## config.mk

```make
export PLATFORM = sky130hd
export DESIGN_NAME = h264dc_invtransform
export DESIGN_NICKNAME = d
export VERILOG_FILES = /design/src/rtl/h264dc_invtransform.sv
export SDC_FILE = /design/constraint.sdc
export NUM_CORES = 1
export LEC_CHECK = 0
export BUFFER_PORTS_ARGS = -buffer_cell sky130_fd_sc_hd__buf_2
export CAP_MARGIN = 5
export CORE_MARGIN = 2
export CORE_UTILIZATION = 50
export DETAILED_ROUTE_END_ITERATION = 8
export GPL_TIMING_DRIVEN = 1
export MAX_ROUTING_LAYER = met4
export PLACE_DENSITY = 0.67
export SYNTH_ARGS = -nofsm -noshare
export SYNTH_HDL_FRONTEND = slang
export SYNTH_SLANG_ARGS = --single-unit
```

## constraint.sdc

```tcl
create_clock -name CLK -period 5.39 [get_ports CLK]
set_clock_uncertainty 0.1 [all_clocks]
set_input_delay 1.078 -clock CLK [delete_from_list [all_inputs] [get_ports CLK]]
set_output_delay 1.078 -clock CLK [all_outputs]
set_load 0.01 [all_outputs]
```

## src/rtl/h264dc_invtransform.sv

```systemverilog
// rtl/h264dc_invtransform.sv - inverse 2x2 chroma DC Hadamard, serial in/out, single-block buffer
module h264dc_invtransform #(
  parameter int IN_W        = 16,
  parameter int OUT_W       = 16,
  parameter int ROUND_SHIFT = 0
) (
  input  logic             CLK,
  input  logic             RESET_N,
  output logic             READYI,
  input  logic             ENABLE,
  input  logic [IN_W-1:0]  XXIN,
  output logic             VALID,
  output logic [OUT_W-1:0] YYOUT,
  input  logic             READYO
);

  // Wide enough for the 4-term sum, the rounding offset and a clamp compare against OUT_W bounds.
  localparam int SW  = (IN_W + 3 > OUT_W + 1) ? IN_W + 3 : OUT_W + 1;
  localparam int RS1 = (ROUND_SHIFT > 0) ? ROUND_SHIFT - 1 : 0;
  localparam logic signed [SW-1:0] RND  = SW'(ROUND_SHIFT > 0) << RS1;
  localparam logic signed [SW-1:0] MAXV = (SW'(1) << (OUT_W - 1)) - SW'(1);
  localparam logic signed [SW-1:0] MINV = -MAXV - SW'(1);

  typedef enum logic [1:0] {LOAD, CALC, EMIT} state_t;

  state_t                 state;
  logic [1:0]             cnt;
  logic [1:0]             idx;
  logic signed [IN_W-1:0] coef [4];
  logic [OUT_W-1:0]       res  [4];

  logic signed [SW-1:0] e0, e1, e2, e3;
  logic signed [SW-1:0] s01, d01, s23, d23;
  logic signed [SW-1:0] f    [4];
  logic [OUT_W-1:0]     q    [4];

  function automatic logic [OUT_W-1:0] finish(input logic signed [SW-1:0] v);
    logic signed [SW-1:0] r;
    r = (v + RND) >>> ROUND_SHIFT;
    if (r > MAXV)      finish = MAXV[OUT_W-1:0];
    else if (r < MINV) finish = MINV[OUT_W-1:0];
    else               finish = r[OUT_W-1:0];
  endfunction

  // Butterfly form of the 2x2 Hadamard: row pairs first, then combine.
  always_comb begin
    e0  = SW'(coef[0]);
    e1  = SW'(coef[1]);
    e2  = SW'(coef[2]);
    e3  = SW'(coef[3]);
    s01 = e0 + e1;
    d01 = e0 - e1;
    s23 = e2 + e3;
    d23 = e2 - e3;
    f[0] = s01 + s23;
    f[1] = d01 + d23;
    f[2] = s01 - s23;
    f[3] = d01 - d23;
    for (int k = 0; k < 4; k++) q[k] = finish(f[k]);
  end

  always_ff @(posedge CLK or negedge RESET_N) begin
    if (!RESET_N) begin
      state  <= LOAD;
      cnt    <= 2'd0;
      idx    <= 2'd0;
      READYI <= 1'b1;
      VALID  <= 1'b0;
      YYOUT  <= '0;
      for (int k = 0; k < 4; k++) begin
        coef[k] <= '0;
        res[k]  <= '0;
      end
    end else begin
      case (state)
        LOAD: begin
          if (ENABLE) begin
            coef[cnt] <= XXIN;
            cnt       <= cnt + 2'd1;
            if (cnt == 2'd3) begin
              state  <= CALC;
              READYI <= 1'b0;
            end
          end
        end
        CALC: begin
          for (int k = 0; k < 4; k++) res[k] <= q[k];
          YYOUT <= q[0];
          VALID <= 1'b1;
          idx   <= 2'd0;
          state <= EMIT;
        end
        EMIT: begin
          if (READYO) begin
            if (idx == 2'd3) begin
              state  <= LOAD;
              VALID  <= 1'b0;
              READYI <= 1'b1;
            end else begin
              idx   <= idx + 2'd1;
              YYOUT <= res[idx + 2'd1];
            end
          end
        end
        default: begin
          state  <= LOAD;
          cnt    <= 2'd0;
          READYI <= 1'b1;
          VALID  <= 1'b0;
        end
      endcase
    end
  end

endmodule

```

# After elaboration in Yosys (flattened, before gate mapping)
# Index checks and enable logic that the tools add are counted.
[word_totals]
input_bits = 20
out_inout_bits = 18
ff_bits = 152
[op_classes]
n_reduce_logical = 10
bitwise = 5
mux = 35
add_sub_neg = 10
magnitude_cmp = 11
eq_ne = 9
[ops]
columns = ["cell", "n"]
rows = [
  ["16-bit two-way mux", 13],
  ["18-bit by 16-bit > comparator with 1-bit output (second input constant)", 4],
  ["18-bit by 16-bit < comparator with 1-bit output (second input constant)", 4],
  ["64-bit bitwise mux", 1],
  ["17-bit by 17-bit adder with 18-bit output", 2],
  ["17-bit by 17-bit subtractor with 18-bit output", 2],
  ["16-bit by 16-bit adder with 17-bit output", 2],
  ["16-bit by 16-bit subtractor with 17-bit output", 2],
  ["16-bit binary-select mux with 2-bit select", 1],
  ["16-bit demux with 2-bit select", 1],
  ["16-bit one-hot mux with 2 select lines", 1],
  ["2-bit two-way mux", 7],
  ["2-bit != test (second input constant)", 5],
  ["2-bit one-hot mux with 2 select lines", 2],
  ["2-bit equality test (second input constant)", 3],
  ["3-bit greater-or-equal comparator (second input constant)", 2],
  ["1-bit two-way mux", 6],
  ["2-bit NOT with 3-bit output", 2],
  ["1-bit one-hot mux with 3 select lines", 2],
  ["2-bit one-hot mux with 3 select lines", 1],
  ["3-bit AND reduction", 2],
  ["5-bit AND reduction", 1],
  ["2-bit by 1-bit adder with 2-bit output (second input constant)", 2],
  ["2-bit AND reduction", 2],
  ["8 further kinds", 10],
]

# Depth between registers and ports, before layout
# Gate-level depths: netlist of run 1.
[depth]
ltp_word = 8
depth_mapped = 24
ltp_nobuf = 23

# Least setup slack after synthesis of run 1
# No wires, ideal clock.
[synth_timing]
path_type = "reg-to-reg"
start = "register coef[48] in the netlist's numbering"
end = "register res[46] in the netlist's numbering"
arrival_time_ps = 4613
setup_time_ps = 142
path_slack_ps = 535
period_less_slack_ps = 4855
path_stages_with_launch = 23
t_required_ps = 5148
path_buffers = 0
path_cell_list = "dfrtp_1 > inv_1 > ha_1 > inv_1 > fa_1 > a21o_1 > a21oi_1 > nor2b_1 > o21a_1 > o41a_1 > a41oi_1 > a2111oi_0 > o21ai_0 > o31a_1 > ha_1 > inv_1 > o21ai_0 > a21oi_1 > nand3b_1 > o311ai_1 > o21ai_1 > nor2_1 > nor3_1"
[synth_via]
elab_chain_len = 5
word_cells_on_any_way = 6
classes_between = "2 x add/sub; 2 x order compare; 2 x mux"
[synth_rtl]
columns = ["item", "line", "text"]
rows = [
  ["start: declaration", "29", "logic signed [IN_W-1:0] coef [4];"],
  ["start signal: indexed assignment", "71", "coef[k] <= '0;"],
  ["start signal: indexed assignment", "78", "coef[cnt] <= XXIN;"],
  ["16-bit by 16-bit subtractor with 17-bit output (*)", "52", "d01 = e0 - e1;"],
  ["17-bit by 17-bit adder with 18-bit output (*)", "56", "f[1] = d01 + d23;"],
  ["18-bit by 16-bit < comparator with 1-bit output", "41", "else if (r < MINV) finish = MINV[OUT_W-1:0];"],
  ["16-bit two-way mux", "41", ""],
  ["16-bit two-way mux (*)", "40", "if (r > MAXV) finish = MAXV[OUT_W-1:0];"],
  ["end signal: indexed assignment", "72", "res[k] <= '0;"],
  ["end: declaration", "30", "logic [OUT_W-1:0] res [4];"],
]
# Mark *: on every way between the ends. The rest lies on a longest branch, timed or not.
# A chain may end at the register's enable or synchronous reset.

# Final worst setup path of run 1
[layout_timing]
start = "register coef[48] in the netlist's numbering"
end = "register res[8] in the netlist's numbering"
[layout_via]
elab_chain_len = 5
word_cells_on_any_way = 6
classes_between = "2 x add/sub; 2 x order compare; 2 x mux"
[layout_rtl]
columns = ["item", "line", "text"]
rows = [
  ["16-bit by 16-bit subtractor with 17-bit output (*)", "52", ""],
  ["17-bit by 17-bit subtractor with 18-bit output (*)", "58", "f[3] = d01 - d23;"],
  ["18-bit by 16-bit < comparator with 1-bit output", "41", ""],
  ["16-bit two-way mux", "41", ""],
  ["16-bit two-way mux (*)", "40", ""],
]
# Marks and branches as above.

==> insert_results.sql, run 1 <==
INSERT INTO impl_metrics (metric_group, metric, value, unit) VALUES
('run_status', 'outcome', 'finished clean', ''),
('worst_setup_path', 'cp_data_arrival_time', '5290', 'ps'),
('synth', 'synth.cell_area', '12900', 'um^2'),
('worst_hold_path', 'hold-path-cell-count', '1', ''),
('die', 'io-pin-count', '38', ''),
('cells_and_area', 'area_growth', '9.50', '%'),
('placement', 'gpl.final_weighted_congestion', '0.960', ''),
('worst_setup_path', 'required', '5580', 'ps'),
('cells_and_area', 'post_route_cells_drive_above_1_share', '0.157', ''),
('run', 'number_of_violations_of_the_max_capacitance_limit', '0', ''),
('cells_and_area', 'antennaDiodeCount', '0', ''),
('synth', 'number_of_synthesized_flops_with_an_enable_pin', '0', ''),
('cells_and_area', 'fillers', '2346', ''),
('sta', 'hold_violations', '0', ''),
('worst_setup_path', 'r2r_start', 'coef[48]', ''),
('cells_and_area', 'area_of_the_multi_input_gates', '8340', 'um^2'),
('clocking', 'clk_path_buf_depth', '2', ''),
('synth', 'synthArstFlopShare', '1.00', ''),
('sta', 'max-slew-margin-rel', '0.244', ''),
('die', 'fp.coreArea', '25300', 'um^2'),
('synth', 'synth.avg_cell_area', '8.91', 'um^2'),
('placement', 'placedInstanceArea', '13400', 'um^2'),
('die', 'die_width', '165', 'um'),
('synth', 'yosys_most_used_dff', 'sky130_fd_sc_hd__dfrtp_1', ''),
('clocking', 'cts_inserted_buffers', '17', ''),
('worst_setup_path', 'worst_r2r_path_depth', '22', ''),
('worst_setup_path', 'critPathCaptureType', 'flop', ''),
('cells_and_area', 'final-seq-area', '3800', 'um^2'),
('routing', 'dr_iter_0_viols', '738', ''),
('clocking', 'insertion_delay', '440', 'ps'),
('global_routing', 'vias_in_the_first_global_route', '10200', ''),
('routing', 'postRouteAntennaNets', '0', ''),
('cells_and_area', 'final_cell_area', '14100', 'um^2'),
('placement', 'buffer_ports.inserted', '37', ''),
('placement', 'hpwlAfterDp', '25500', 'um'),
('clocking', 'clock_sink_count', '152', ''),
('sta', 'final_cycle_share', '0.946', ''),
('worst_hold_path', 'worstHoldStart', 'res[20]', ''),
('clocking', 'clock_transition_at_path_regs', '70', 'ps'),
('worst_setup_path', 'rr_endpoint', 'res[8]', ''),
('routing', 'num_vias', '10500', ''),
('worst_setup_path', 'start_kind', 'flop', ''),
('routing', 'detail_route.vias_per_cell', '5.80', ''),
('sta', 'grt_setup_unrepaired', 'no', ''),
('synth', 'netlist_instances', '1445', ''),
('sta', 'timing_max_transition_violations_final', '0', ''),
('cells_and_area', 'most_frequent_cells_in_the_layout', 'sky130_fd_sc_hd__nor2_1, sky130_fd_sc_hd__dfrtp_1, sky130_fd_sc_hd__inv_1, sky130_fd_sc_hd__ha_1, sky130_fd_sc_hd__a21oi_1', ''),
('die', 'start_util', '0.510', ''),
('sta', 'max_freq', '0.196', 'GHz'),
('cells_and_area', 'final_net_count', '1630', ''),
('synth', 'yosysTopAreaCellShare', '0.293', ''),
('global_routing', 'wire_length_of_the_first_global_routing_pass', '52900', 'um'),
('synth', 'synthesis.nets', '1613', ''),
('global_routing', 'grt-ovfl-total', '0', ''),
('die', 'fp.dieArea', '27100', 'um^2'),
('worst_hold_path', 'hold_path.class', 'reg2reg', ''),
('worst_setup_path', 'path_class', 'reg2reg', ''),
('worst_setup_path', 'reg2reg_slack', '290', 'ps'),
('synth', 'synth.yosys.seq_area_share', '0.295', ''),
('sta', 'tightest_slew', '1130', 'ps'),
('synth', 'synth.distinct_cells', '84', ''),
('routing', 'drc', '0', ''),
('global_routing', 'antenna_found_initial', '0', ''),
('sta', 'setup_viol', '0', ''),
('sta', 'fin_crit', '5100', 'ps'),
('synth', 'postSynthRegisterBits', '152', ''),
('routing', 'detailedRoute.firstPassIterationCount', '5', ''),
('synth', 'yosysTopAreaCell', 'sky130_fd_sc_hd__dfrtp_1', ''),
('die', 'std_cell_rows', '58', ''),
('global_routing', 'grt_util_all_layers', '0.257', ''),
('routing', 'post_drt_wl_per_cell', '18.1', 'um');
-- Yosys cell counts (5+ instances only) --
library cell	instances
sky130_fd_sc_hd__a21oi_1	95
sky130_fd_sc_hd__nor4_1	6
sky130_fd_sc_hd__nor2b_1	16
sky130_fd_sc_hd__and3_1	13
sky130_fd_sc_hd__ha_1	140
sky130_fd_sc_hd__dfrtp_1	151
sky130_fd_sc_hd__inv_1	148
sky130_fd_sc_hd__o21ai_0	56
sky130_fd_sc_hd__o22ai_1	23
sky130_fd_sc_hd__nor3_1	30
sky130_fd_sc_hd__buf_2	17
sky130_fd_sc_hd__xnor2_1	80
sky130_fd_sc_hd__a221o_1	6
sky130_fd_sc_hd__xor2_1	21
sky130_fd_sc_hd__a211o_1	11
sky130_fd_sc_hd__or2_2	6
sky130_fd_sc_hd__a21boi_0	5
sky130_fd_sc_hd__nand4_1	13
sky130_fd_sc_hd__o21a_1	12
sky130_fd_sc_hd__or3_1	9
sky130_fd_sc_hd__o221a_2	5
sky130_fd_sc_hd__a31oi_1	22
sky130_fd_sc_hd__o41ai_1	6
sky130_fd_sc_hd__o21bai_1	16
sky130_fd_sc_hd__a21o_1	14
sky130_fd_sc_hd__fa_1	8
sky130_fd_sc_hd__mux4_2	16
sky130_fd_sc_hd__nand3_1	19
sky130_fd_sc_hd__o221ai_1	13
sky130_fd_sc_hd__nand2_1	58
sky130_fd_sc_hd__a211oi_1	11
sky130_fd_sc_hd__nor2_1	155
sky130_fd_sc_hd__clkbuf_1	52
sky130_fd_sc_hd__o31ai_1	14
sky130_fd_sc_hd__nand2b_1	24
sky130_fd_sc_hd__o211ai_1	8
sky130_fd_sc_hd__mux2_2	64
-- final cells by class --
type / count / share of cell area
Clock buffer: 17 / 0.0302
Tap cell: 330 / 0.0293
Clock inverter: 14 / 0.00923
Timing Repair Buffer: 69 / 0.0306
Sequential cell: 152 / 0.270
Multi-Input combinational cell: 1072 / 0.591
Inverter: 150 / 0.0399
-- worst max-delay path, cell delays in order (launching register included) --
cell	delay [ps]
sky130_fd_sc_hd__dfrtp_1	390
sky130_fd_sc_hd__inv_1	60
sky130_fd_sc_hd__ha_1	160
sky130_fd_sc_hd__inv_1	60
sky130_fd_sc_hd__fa_1	390
sky130_fd_sc_hd__a21o_1	190
sky130_fd_sc_hd__a21oi_1	190
sky130_fd_sc_hd__nor2b_1	70
sky130_fd_sc_hd__o21a_1	190
sky130_fd_sc_hd__o41a_1	400
sky130_fd_sc_hd__xnor2_2	180
sky130_fd_sc_hd__ha_2	350
sky130_fd_sc_hd__or2_1	300
sky130_fd_sc_hd__a2111oi_2	340
sky130_fd_sc_hd__a21oi_1	160
sky130_fd_sc_hd__a211oi_2	320
sky130_fd_sc_hd__a221oi_1	180
sky130_fd_sc_hd__xnor2_1	210
sky130_fd_sc_hd__buf_4	160
sky130_fd_sc_hd__nor2_1	50
sky130_fd_sc_hd__o21ai_2	130
sky130_fd_sc_hd__buf_4	210
sky130_fd_sc_hd__o221ai_1	140
-- metal layers --
metal	vias to the layer above	wire length [um]	track usage
met3	37	1440	0.0264
met4	0	650	0.0783
li1	5118	-	-
met5	-	0	-
met2	246	14800	0.400
met1	5063	15700	0.355
-- cell families after synthesis --
logic type | share of synthesized area
XOR/XNOR | 0.0687
adder cells (fa/ha/maj) | 0.148
multiplexers | 0.0870
AO/OA/AOI/OAI | 0.197
buffers and inverters | 0.0663
AND/OR/NAND/NOR | 0.137
flip-flops | 0.295
-- state kept, by name, summed over array words and instances, names as in the netlist --
register	count
YYOUT	16
VALID	1
state	2
READYI	1
cnt	2
idx	2
coef	64
res	64
-- worst max path at each step --
stage                     endpoint  cells past startpoint     start  slack [ps]
after global routing        res[8]                     22  coef[16]           4
after CTS                  res[45]                     24  coef[48]         0.3
after detailed placement   res[46]                     23  coef[48]         -20
after global placement     res[14]                     20  coef[48]         -10
after floorplan            res[46]                     22  coef[48]         540
final                       res[8]                     22  coef[48]         290
-- per-stage QoR --
stage	hold slack [ps]	setup WS [ps]	TNS, ps	instances	utilization
final	394	293	0	1804	0.559
after global routing	414	3.98	0	1804	0.559
after CTS	395	0.263	0	1801	0.553
after detailed placement	378	-17.3	-21.9	1770	0.531
after global placement	369	-10.3	-17.8	1770	0.531
after floorplan	347	535	0	1445	-
-- timing repair --
action / 4_1_cts / 5_1_grt
buffers inserted: 0 / 3
resized for setup: 2 / 27
hold endpoints to repair: 0 / 0
pin swaps: 0 / 5
setup endpoints to repair: 10 / 70
Power of run 1 is not shown: default switching activity piles up to over one toggle a cycle in this logic, so the estimate is an artifact.
==> inputs of run 2 (changes only) <==
Settings changed: CORE_UTILIZATION 50 to 58, PLACE_DENSITY 0.67 to 0.79.
Clock period 5.39 ns to 4.26 ns, I/O delays scaled along.
==> run 2 against run 1 <==
The run now ends with setup timing left. Core utilization grew 24 points. Register-to-register slack lost 1000 ps. Wire length grew 25%. Non-clock buffer count grew 292. Die area shrank 13%. Final area grew 24%. Setup slack lost 1000 ps. Critical path type unchanged. Largest cell class unchanged.
==> insert_results.sql, run 2 (same netlist as run 1, synthesis figures left out) <==
INSERT INTO impl_metrics (metric_group, metric, value, unit) VALUES
('worst_setup_path', 'crit_start', 'coef[48]', ''),
('die', 'fp.coreArea', '21800', 'um^2'),
('sta', 'hold_ws', '403', 'ps'),
('clocking', 'cts_inserted_buffers', '17', ''),
('cells_and_area', 'most_frequent_cells_in_the_layout', 'sky130_fd_sc_hd__buf_4, sky130_fd_sc_hd__dfrtp_1, sky130_fd_sc_hd__nor2_1, sky130_fd_sc_hd__inv_1, sky130_fd_sc_hd__ha_1', ''),
('die', 'std_cell_rows', '54', ''),
('cells_and_area', 'final_common_cell', 'sky130_fd_sc_hd__buf_4', ''),
('placement', 'gpl.final_weighted_congestion', '0.933', ''),
('cells_and_area', 'antennaDiodeCount', '0', ''),
('routing', 'drc', '0', ''),
('global_routing', 'wire_length_of_the_first_global_routing_pass', '63100', 'um'),
('clocking', 'clk_path_buf_depth', '2', ''),
('sta', 'final_cycle_share', '1.18', ''),
('worst_setup_path', 'r2r_start', 'coef[48]', ''),
('clocking', 'insertion_delay', '450', 'ps'),
('run', 'number_of_violations_of_the_max_capacitance_limit', '0', ''),
('cells_and_area', 'largestRegisters', 'coef (64), res (64), YYOUT (16)', ''),
('die', 'die_width', '153', 'um'),
('clocking', 'cts_hold_repair.buffers', '0', ''),
('global_routing', 'largest_net_degree_at_the_start_of_global_routing', '97', ''),
('die', 'die_height', '153', 'um'),
('run_status', 'failed_checks', 'setup timing', ''),
('global_routing', 'antenna_found_initial', '0', ''),
('worst_setup_path', 'required', '4490', 'ps'),
('die', 'io-pin-count', '38', ''),
('clocking', 'tritoncts', 'yes', ''),
('placement', 'hpwlAfterDp', '28200', 'um'),
('sta', 'fin_crit', '5010', 'ps'),
('die', 'start_util', '0.590', ''),
('sta', 'timing.final.ws_setup', '-749', 'ps'),
('sta', 'hold_violations', '0', ''),
('placement', 'placedInstanceArea', '15400', 'um^2'),
('cells_and_area', 'final_net_count', '1924', ''),
('worst_setup_path', 'cp_data_arrival_time', '5240', 'ps'),
('clocking', 'ctsHtreeMaxLevel', '4', ''),
('worst_setup_path', 'cp_top_family', 'compound AO/OA/AOI/OAI gates', ''),
('routing', 'dr_iter_0_viols', '1081', ''),
('worst_setup_path', 'critical_path.n_buffers_inverters', '4', ''),
('sta', 'tightest_slew', '1110', 'ps'),
('routing', 'num_vias', '12500', ''),
('global_routing', 'grt_util_all_layers', '0.344', ''),
('routing', 'routed_wl', '40800', 'um'),
('sta', 'setup_viol', '79', ''),
('sta', 'max_freq', '0.200', 'GHz'),
('placement', 'buffer_ports.inserted', '37', ''),
('sta', 'grt_setup_unrepaired', 'yes', ''),
('clocking', 'clock_sink_count', '152', ''),
('worst_setup_path', 'critPathCaptureType', 'flop', ''),
('sta', 'timing_max_transition_violations_final', '0', ''),
('global_routing', 'grt-ovfl-total', '0', ''),
('global_routing', 'vias_in_the_first_global_route', '12300', ''),
('cells_and_area', 'final_cell_area', '17500', 'um^2'),
('cells_and_area', 'post_layout_nonfiller_instances', '2049', ''),
('worst_setup_path', 'timing.critical_path.cells', 'inv_1 > ha_2 > inv_2 > fa_2 > a21o_1 > a21oi_2 > nor2b_1 > o21a_1 > o41a_1 > a41oi_2 > nand2b_1 > a21oi_2 > xnor2_2 > ha_1 > buf_4 > o21a_1 > o21ai_2 > o21ai_0 > nor2_1 > o221a_4 > a21oi_4 > buf_6 > nand2b_1 > o221a_2', ''),
('cells_and_area', 'post_route_cells_drive_above_1_share', '0.380', ''),
('worst_setup_path', 'crit_path_top_delay_cell', 'sky130_fd_sc_hd__o41a_1', ''),
('routing', 'postRouteAntennaNets', '0', ''),
('worst_hold_path', 'hold_path.class', 'in2async', ''),
('placement', 'placed_cells_incl_taps', '1958', ''),
('cells_and_area', 'area_growth', '35.7', '%'),
('die', 'fp.dieArea', '23400', 'um^2'),
('worst_setup_path', 'start_kind', 'flop', ''),
('sta', 'max-slew-margin-rel', '0.258', ''),
('routing', 'detail_route.vias_per_cell', '6.11', ''),
('clocking', 'clock_transition_at_path_regs', '70', 'ps'),
('run_status', 'outcome', 'complete, but fails checks', ''),
('routing', 'post_drt_wl_per_cell', '19.9', 'um'),
('clocking', 'ctsRootBufferMaster', 'sky130_fd_sc_hd__clkbuf_16', ''),
('worst_setup_path', 'critPathMaxStageDelay', '460', 'ps'),
('worst_setup_path', 'path_class', 'reg2reg', ''),
('worst_setup_path', 'critical_path_peak_fanout', '5', ''),
('routing', 'detailedRoute.firstPassIterationCount', '5', '');
## run 2: cell count changes in the layout (fill, tap and decap cells not counted), moves of 9 or more
cell | before | now
sky130_fd_sc_hd__a21oi_1 | 93 | 59
sky130_fd_sc_hd__a21oi_2 | 3 | 35
sky130_fd_sc_hd__o21ai_2 | 2 | 11
sky130_fd_sc_hd__o21ai_0 | 50 | 39
sky130_fd_sc_hd__xnor2_2 | 3 | 12
sky130_fd_sc_hd__ha_4 | 0 | 10
sky130_fd_sc_hd__inv_1 | 148 | 138
sky130_fd_sc_hd__buf_6 | 1 | 29
sky130_fd_sc_hd__ha_1 | 136 | 123
sky130_fd_sc_hd__nor2_1 | 154 | 145
sky130_fd_sc_hd__xnor2_1 | 77 | 67
sky130_fd_sc_hd__buf_4 | 32 | 291
## run 2: worst paths after layout
kind,slack (ps),endpoint,depth (start not counted)
max,-750,res[45],24
min,400,coef[17],1
max reg2reg,-750,res[45],24
min reg2reg,400,res[28],1
max in group asynchronous,2770,coef[44],2
min in group CLK,400,res[28],1
## run 2: area by class of cell
cell class / count / area [um^2]
clock buffer: 18 / 439
sequential: 152 / 3800
timing repair buffer: 361 / 2790
clock inverter: 14 / 179
tap: 280 / 350
fill: 1306 / 4350
multi-input combinational: 1074 / 9340
inverter: 150 / 572
## run 2: stage by stage
step                 util  setup TNS [ps]  setup WS (ps)
global placement    0.704          -47650           -686
finish              0.801          -44510           -749
detailed placement  0.704          -57400           -846
global route        0.801          -58950           -929
CTS                 0.783          -34050           -708
floorplan               -          -13640           -342
## run 2: worst reg2reg max path, cell delays in order (launching register included)
cell	delay, ps
sky130_fd_sc_hd__dfrtp_1	380
sky130_fd_sc_hd__inv_1	60
sky130_fd_sc_hd__ha_2	180
sky130_fd_sc_hd__inv_2	40
sky130_fd_sc_hd__fa_2	330
sky130_fd_sc_hd__a21o_1	170
sky130_fd_sc_hd__a21oi_2	130
sky130_fd_sc_hd__nor2b_1	70
sky130_fd_sc_hd__o21a_1	200
sky130_fd_sc_hd__o41a_1	460
sky130_fd_sc_hd__a41oi_2	270
sky130_fd_sc_hd__nand2b_1	110
sky130_fd_sc_hd__a21oi_2	220
sky130_fd_sc_hd__xnor2_2	150
sky130_fd_sc_hd__ha_1	280
sky130_fd_sc_hd__buf_4	150
sky130_fd_sc_hd__o21a_1	200
sky130_fd_sc_hd__o21ai_2	210
sky130_fd_sc_hd__o21ai_0	110
sky130_fd_sc_hd__nor2_1	120
sky130_fd_sc_hd__o221a_4	260
sky130_fd_sc_hd__a21oi_4	70
sky130_fd_sc_hd__buf_6	150
sky130_fd_sc_hd__nand2b_1	190
sky130_fd_sc_hd__o221a_2	290
## run 2: repair_timing
| item | 4_1_cts | 5_1_grt |
|---|---|---|
| gates resized for setup | 157 | 65 |
| endpoints found under the setup margin | 79 | 80 |
| cloned | 5 | 0 |
| buffers inserted | 36 | 24 |
| pin swaps | 75 | 53 |
## run 2: metal layers
metal | wire length, um | global-route usage | vias to the layer above
met4 | 2110 | 0.145 | 0
li1 | - | - | 5716
met2 | 19500 | 0.571 | 574
met3 | 2510 | 0.0456 | 167
met1 | 16600 | 0.424 | 6066
met5 | 0 | - | -
Power of run 2 is left out for the same reason.
==> inputs of run 3 (changes only) <==
Settings changed: CORE_MARGIN 2 to 8, CORE_UTILIZATION 58 to 64, MAX_ROUTING_LAYER met4 to unset, PLACE_DENSITY 0.79 to 0.83.
Clock period 4.26 ns to 5.4 ns, I/O delays scaled along.
==> run 3 against run 2 <==
The flow now finishes without violations. Sequential cell count unchanged. Global-route usage down 7.4 points. Maximum frequency down 2.7%. Register-to-register slack better by 1000 ps. Non-clock buffer count down 293. Sequential share of layout area up 5.3 points. Die area up 6.4%. Via count down 13%. First-iteration DRC count down 15%. Final area down 20%. Wire length down 19%.
==> insert_results.sql, run 3 (same netlist as run 1, synthesis figures left out) <==
INSERT INTO impl_metrics (metric_group, metric, value, unit) VALUES
('run_status', 'outcome', 'finished clean', ''),
('sta', 'setup_viol', '0', ''),
('worst_hold_path', 'hold_path.class', 'reg2reg', ''),
('global_routing', 'largest_net_degree_at_the_start_of_global_routing', '88', ''),
('routing', 'num_vias', '10900', ''),
('worst_setup_path', 'critPathCaptureType', 'flop', ''),
('clocking', 'ctsRootBufferMaster', 'sky130_fd_sc_hd__clkbuf_16', ''),
('routing', 'routed_wl', '32900', 'um'),
('die', 'start_util', '0.645', ''),
('sta', 'tightest_slew', '1060', 'ps'),
('die', 'fp.coreArea', '20000', 'um^2'),
('clocking', 'tritoncts', 'yes', ''),
('routing', 'detailedRoute.firstPassIterationCount', '6', ''),
('global_routing', 'grt_util_all_layers', '0.270', ''),
('clocking', 'clk_path_buf_depth', '2', ''),
('cells_and_area', 'post_route_cells_drive_above_1_share', '0.154', ''),
('clocking', 'clock_sink_count', '152', ''),
('sta', 'final_cycle_share', '0.954', ''),
('die', 'die_height', '158', 'um'),
('worst_setup_path', 'cp_top_family', 'compound AO/OA/AOI/OAI gates', ''),
('run', 'number_of_violations_of_the_max_capacitance_limit', '0', ''),
('routing', 'dr_iter_0_viols', '918', ''),
('sta', 'timing.setup.tns', '0', 'ps'),
('worst_setup_path', 'critPathMaxStageDelay', '410', 'ps'),
('placement', 'gpl.final_weighted_congestion', '0.928', ''),
('clocking', 'clock_transition_at_path_regs', '80', 'ps'),
('routing', 'detail_route.vias_per_cell', '6.24', ''),
('worst_setup_path', 'required', '5640', 'ps'),
('worst_setup_path', 'cp_data_arrival_time', '5390', 'ps'),
('clocking', 'insertion_delay', '440', 'ps'),
('global_routing', 'grt-ovfl-total', '0', ''),
('cells_and_area', 'final_common_cell', 'sky130_fd_sc_hd__nor2_1', ''),
('cells_and_area', 'final_core_utilization', '0.703', ''),
('placement', 'buffer_ports.inserted', '37', ''),
('placement', 'hpwlAfterDp', '25000', 'um'),
('cells_and_area', 'final_net_count', '1629', ''),
('sta', 'hold_violations', '0', ''),
('placement', 'placed_cells_incl_taps', '1708', ''),
('sta', 'grt_setup_unrepaired', 'yes', ''),
('worst_setup_path', 'timing.critical_path.cells', 'ha_1 > inv_1 > fa_1 > o21bai_1 > a21oi_1 > o21ai_0 > a221oi_1 > buf_4 > o211ai_1 > nand2_1 > xnor2_1 > ha_1 > inv_1 > nand4_1 > nor3_1 > a21oi_1 > a21oi_4 > mux2i_1 > nand4_1 > or2_2 > a311oi_1', ''),
('worst_setup_path', 'critical_path.n_buffers_inverters', '3', ''),
('global_routing', 'antenna_found_initial', '0', ''),
('worst_setup_path', 'path_class', 'reg2reg', ''),
('sta', 'max-slew-margin-rel', '0.294', ''),
('die', 'std_cell_rows', '52', ''),
('die', 'die_width', '158', 'um'),
('sta', 'timing_max_transition_violations_final', '0', ''),
('cells_and_area', 'most_frequent_cells_in_the_layout', 'sky130_fd_sc_hd__nor2_1, sky130_fd_sc_hd__dfrtp_1, sky130_fd_sc_hd__inv_1, sky130_fd_sc_hd__ha_1, sky130_fd_sc_hd__a21oi_1', ''),
('global_routing', 'wire_length_of_the_first_global_routing_pass', '53300', 'um'),
('cells_and_area', 'area_growth', '9.08', '%'),
('global_routing', 'vias_in_the_first_global_route', '10500', ''),
('cells_and_area', 'antennaDiodeCount', '0', ''),
('clocking', 'ctsHtreeMaxLevel', '4', ''),
('sta', 'max_freq', '0.194', 'GHz'),
('die', 'fp.dieArea', '24900', 'um^2'),
('routing', 'postRouteAntennaNets', '0', ''),
('sta', 'fin_crit', '5150', 'ps'),
('die', 'io-pin-count', '38', ''),
('worst_setup_path', 'crit_path_top_delay_cell', 'sky130_fd_sc_hd__fa_1', ''),
('routing', 'drc', '0', ''),
('cells_and_area', 'post_layout_nonfiller_instances', '1744', ''),
('routing', 'post_drt_wl_per_cell', '18.9', 'um'),
('clocking', 'cts_inserted_buffers', '17', ''),
('worst_setup_path', 'critical_path_peak_fanout', '7', ''),
('worst_setup_path', 'start_kind', 'flop', ''),
('cells_and_area', 'largestRegisters', 'coef (64), res (64), YYOUT (16)', '');
-- run 3: timing repair --
action | 4_1_cts | 5_1_grt
cloned | 0 | 0
pin swaps | 0 | 4
hold buffers | 0 | 0
gates resized for setup | 2 | 24
setup endpoints to repair | 9 | 60
setup buffers | 0 | 4
-- run 3: final cells by class --
class / count / area, um^2
clock inverters: 14 / 156
clock buffers: 18 / 429
flip-flops and latches: 152 / 3800
multi-input cells: 1072 / 8340
repair buffers: 68 / 424
well taps: 270 / 338
fillers: 1557 / 5920
inverters: 150 / 563
-- run 3: final timing paths --
check                          from       end  slack (ps)  depth (start not counted)
max                        coef[32]   res[17]         250                         21
min                         res[48]   res[48]         400                          2
max reg2reg                coef[32]   res[17]         250                         21
min reg2reg                 res[48]   res[48]         400                          2
max in group asynchronous   RESET_N  coef[45]        3610                          2
min in group asynchronous   RESET_N  coef[50]         600                          1
-- run 3: metal layers --
metal / GRT usage / up-vias / share of wire
met2: 0.443 / 418 / 0.47
met4: 0.0966 / 0 / 0.031
li1: - / 5108 / -
met5: 0 / - / 0
met1: 0.353 / 5273 / 0.44
met3: 0.0464 / 80 / 0.062
-- run 3: worst reg2reg max path: cells and delay by family, from the launching register on --
family | cells | cell delay, ps
adder cells (fa/ha/maj) | 3 | 980
buffers and inverters | 3 | 410
multiplexers | 1 | 210
XOR/XNOR | 1 | 350
AND/OR/NAND/NOR | 5 | 950
AO/OA/AOI/OAI | 8 | 1680
flip-flops | 1 | 380
-- run 3: per-stage QoR --
stage	hold slack, ps	worst slack [ps]	cell area [um^2]
after floorplan	347	545	12900
after global placement	362	79.9	13300
after detailed placement	374	7.74	13300
after CTS	397	19.1	13900
after global routing	408	-29.1	14100
final	396	251	14100
Power of run 3 is left out for the same reason.
